<file path="src/rtl/hwpe_stream_checker_lane.sv">
// ============================================================================
// hwpe_stream_checker_lane : per-stream history, VCR/VDR checks, hs counter
// Rev 1.0
// ============================================================================
`default_nettype none

module hwpe_stream_checker_lane #(
    parameter int unsigned DATA_WIDTH = 32,
    parameter int unsigned CNT_WIDTH  = 16
) (
    input  logic                    clk,
    input  logic                    rst,
    input  logic                    i_clear,
    input  logic                    i_enable,
    input  logic                    i_valid,
    input  logic                    i_ready,
    input  logic [DATA_WIDTH-1:0]   i_data,
    input  logic [DATA_WIDTH/8-1:0] i_strb,
    output logic                    o_err_vcr,
    output logic                    o_err_vdr,
    output logic [CNT_WIDTH-1:0]    o_hs_count
);

    localparam logic [CNT_WIDTH-1:0] c_CNT_MAX = '1;

    logic                    r_p_valid;
    logic                    r_p_ready;
    logic [DATA_WIDTH-1:0]   r_p_data;
    logic [DATA_WIDTH/8-1:0] r_p_strb;
    logic                    r_err_vcr;
    logic                    r_err_vdr;
    logic [CNT_WIDTH-1:0]    r_hs_count;

    logic w_stalled;
    logic w_vcr;
    logic w_vdr;
    logic w_hs;

    assign w_stalled = r_p_valid & ~r_p_ready;
    assign w_vcr     = i_enable & w_stalled & ((i_data != r_p_data) | (i_strb != r_p_strb));
    assign w_vdr     = i_enable & w_stalled & ~i_valid;
    assign w_hs      = i_enable & i_valid & i_ready;

    // Data/strb keep tracking through a clear; a zeroed valid masks them next cycle.
    always_ff @(posedge clk or posedge rst) begin
        if (rst) begin
            r_p_valid <= 1'b0;
            r_p_ready <= 1'b0;
            r_p_data  <= '0;
            r_p_strb  <= '0;
        end else begin
            r_p_valid <= i_clear ? 1'b0 : i_valid;
            r_p_ready <= i_clear ? 1'b0 : i_ready;
            r_p_data  <= i_data;
            r_p_strb  <= i_strb;
        end
    end

    always_ff @(posedge clk or posedge rst) begin
        if (rst) begin
            r_err_vcr  <= 1'b0;
            r_err_vdr  <= 1'b0;
            r_hs_count <= '0;
        end else if (i_clear) begin
            r_err_vcr  <= 1'b0;
            r_err_vdr  <= 1'b0;
            r_hs_count <= '0;
        end else begin
            r_err_vcr <= r_err_vcr | w_vcr;
            r_err_vdr <= r_err_vdr | w_vdr;
            if (w_hs && (r_hs_count != c_CNT_MAX)) begin
                r_hs_count <= r_hs_count + 1'b1;
            end
        end
    end

    assign o_err_vcr  = r_err_vcr;
    assign o_err_vdr  = r_err_vdr;
    assign o_hs_count = r_hs_count;

endmodule

`default_nettype wire

</file>
<file path="config.mk">
export PLATFORM = sky130hd
export DESIGN_NAME = hwpe_stream_checker_lane
export DESIGN_NICKNAME = d
export VERILOG_FILES = /design/src/rtl/hwpe_stream_checker_lane.sv
export SDC_FILE = /design/constraint.sdc
export NUM_CORES = 1
export LEC_CHECK = 0
export BUFFER_PORTS_ARGS = -buffer_cell sky130_fd_sc_hd__buf_2
export CORE_MARGIN = 4
export CORE_UTILIZATION = 40
export DETAILED_ROUTE_END_ITERATION = 8
export MAX_ROUTING_LAYER = met4
export PLACE_DENSITY = 0.71
export SYNTH_ARGS = -nofsm -noshare
export SYNTH_HDL_FRONTEND = slang
export SYNTH_SLANG_ARGS = --single-unit
export TNS_END_PERCENT = 30
</file>
<file path="constraint.sdc">
create_clock -name clk -period 2.78 [get_ports clk]
set_clock_uncertainty 0.15 [all_clocks]
set_input_delay 0.556 -clock clk [delete_from_list [all_inputs] [get_ports clk]]
set_output_delay 0.556 -clock clk [all_outputs]
set_load 0.01 [all_outputs]
</file>
==> impl_metrics.py <==
metrics = {
    "floorplan": {
        "std_cell_rows": 27,
        "core_mm2": 0.00561,
        "die_w_um": 84.8,
        "die_area_mm2": 0.00719,
        "start_util": 0.421,
        "ios": 60,
        "die_h_um": 84.8,
    },
    "synth": {
        "ys_types": 34,
        "synth_cells": 200,
        "async_reset_ff_frac": 1.00,
        "ys_seq_elements": 56,
        "synth-edff-count": 0,
        "synth_flop_cell": "dfrtp_1",
        "synth.cell_area_mm2": 0.00236,
        "syn_nets": 243,
        "yosysSeqAreaShare": 0.594,
        "ys_warn_count": 0,
        "synth.avg_cell_area_um2": 11.8,
    },
    "global_routing": {
        "grt-ovfl-total": 0,
        "antenna_found_initial": 0,
        "grt_max_degree": 23,
        "grt_pass1_wl_um": 8150,
        "grt_usage": 0.144,
        "grt_pass1_vias": 1836,
    },
    "cts": {
        "postCtsSetupBuffers": 0,
        "clkTransAtPathRegs_ns": 0.10,
        "cts-resized-gates": 0,
        "cts_tree": "done",
        "cts_buffers": 5,
        "htree_levels": 2,
        "cts_hold_buf": 0,
        "cts_root_buf": "clkbuf_8",
        "clock_path_buffers": 2,
        "worst_skew_pair.late_latency_ns": 0.30,
        "cts_sinks": 56,
    },
    "drt": {
        "drc": 0,
        "dr.pass1.iters": 4,
        "avgRoutedWirePerCell_um": 13.8,
        "vias_per_cell": 5.18,
        "drt_wl_total_um": 4660,
        "vias": 1750,
        "initialDrtViolationCount": 53,
        "final_antenna_net_count": 0,
    },
    "setup_path": {
        "crit_path_end_kind": "flip-flop",
        "worst_setup_path_start_kind": "flip-flop",
        "cpMaxStageDelayCell": "or4_1",
        "crit_path_cell_trace": "ha_1 -> nand4_1 -> or2_2 -> or4_1 -> a21oi_1",
        "cp.required_ns": 2.87,
        "cp_max_fo": 7,
        "slowest_delay_ns": 0.47,
        "crit_type": "flip-flop to flip-flop",
        "critical_path_arrival_ns": 2.26,
    },
    "sta": {
        "worstMarginPinSlew_ns": 0.420,
        "slew_headroom": 0.718,
        "fin_tns_setup_ns": 0,
        "hold_viol": 0,
        "hold_ws_ns": 0.0910,
        "setup_viol": 0,
        "timing.fmax_mhz": 461,
        "period_needed_ns": 2.17,
        "grt_setup_unrepaired": "false",
        "period_share": 0.781,
        "slew_viol_final": 0,
    },
    "final_layout": {
        "drive_gt1_frac": 0.293,
        "diodes": 0,
        "stdcell_count": 338,
        "layout.nets": 309,
        "area_growth_pct": 20.2,
    },
    "placed_design": {
        "io_buffers": 59,
        "dp_cells": 331,
        "gp_congestion": 0.904,
        "dp_hpwl_um": 3650,
    },
    "power_and_ir_drop": {
        "vdd_ir_drop_max_mv": 0.269,
        "power_density_mw_per_mm2": 492,
        "power_leakage_nw": 1.22,
    },
    "worst_hold_path": {
        "hold_path_class": "primary input to asynchronous set/reset pin",
    },
    "outcome": {
        "outcome": "finished, final reports clean",
    },
    "job": {
        "max_cap_viol_count": 0,
    },
}
## worst max-delay path, delay by kind of cell, from the launching register on
kind | cells | cell delay, ns
simple gates | 3 | 1.10
flops | 1 | 0.46
fa+ha+maj | 1 | 0.25
compound gates | 1 | 0.14
## cell families after synthesis
kind of cell	count (synthesis)	share of synthesized area
and+or+nand+nor	64	0.159
AOI/OAI and AO/OA	29	0.0774
DFF	56	0.594
muxes	3	0.0133
adders and majority gates	1	0.00530
xor gates and xnor gates	36	0.134
buffers and inverters	11	0.0180
## cell usage after synthesis (4+ instances only)
library cell	instances	area (um^2)
dfrtp_1	56	1400
xnor2_1	35	307
nand4_1	14	87.6
a21oi_1	12	60.1
nor4_1	8	50.1
o31ai_1	8	60.1
inv_1	7	26.3
nor2_1	7	26.3
nand3_1	6	30.0
or4_1	6	45.0
nand2_1	5	18.8
nor3_1	4	20.0
## report_power, final
part           internal [mW]  leakage, nW  switching, mW
clock                  0.172       0.0410          0.239
sequential             0.844        0.696         0.0144
combinational         0.0647        0.481         0.0627
## stage by stage
stage               power (mW)  setup WS (ns)  instance area (um^2)   util
finish                    1.40          0.609                  2840  0.506
global route              1.49          0.505                  2840  0.506
CTS                       1.42          0.612                  2840  0.506
detailed placement        1.01          0.486                  2760  0.492
global placement          1.00          0.511                  2760  0.492
floorplan                0.946          0.685                  2360      -
## routing by layer
layer,global-route usage,part of all wire
met4,0.0446,0.0096
met3,0.0393,0.068
met2,0.237,0.49
met1,0.172,0.44
met5,-,0
## layout by cell type, fill, tap and decap left out, types with 5 or more instances in the layout
cell,netlist,final
a21oi_1,12,12
buf_2,1,59
clkbuf_8,0,5
dfrtp_1,56,56
inv_1,7,6
nand2_1,5,5
nand3_1,6,6
nand4_1,14,14
nor2_1,7,7
nor4_1,8,8
o31ai_1,8,8
or4_1,6,6
xnor2_1,35,35
## sequential cells by signal, summed over array words and instances, names as in the netlist
name / count
o_err_vcr: 1
o_err_vdr: 1
r_p_valid: 1
r_p_strb: 4
r_p_data: 32
o_hs_count: 16
r_p_ready: 1
## final cells by class
class / instances / area, um^2
Fill cell: 519 / 2770
Sequential cell: 56 / 1400
Multi-Input combinational cell: 133 / 916
Timing Repair Buffer: 63 / 325
Tap cell: 72 / 90.1
Clock buffer: 6 / 72.6
Inverter: 7 / 26.3
Clock inverter: 1 / 5.00
## path summary, 6_finish.rpt
| check | from | to | slack, ns | depth (start not counted) |
|---|---|---|---|---|
| max | o_hs_count[0]$_DFFE_PP0P_ | o_hs_count[12]$_DFFE_PP0P_ | 0.61 | 5 |
| min | rst | r_p_data[31]$_DFF_PP0_ | 0.09 | 2 |
| max reg2reg | o_hs_count[0]$_DFFE_PP0P_ | o_hs_count[12]$_DFFE_PP0P_ | 0.61 | 5 |
| min reg2reg | o_err_vdr$_DFF_PP0_ | o_err_vdr$_DFF_PP0_ | 0.37 | 2 |
| max in group asynchronous | rst | o_err_vcr$_DFF_PP0_ | 1.78 | 3 |
| min in group clk | i_data[30] | r_p_data[30]$_DFF_PP0_ | 0.23 | 1 |
Note: power is estimated with default switching activity, not from simulation.
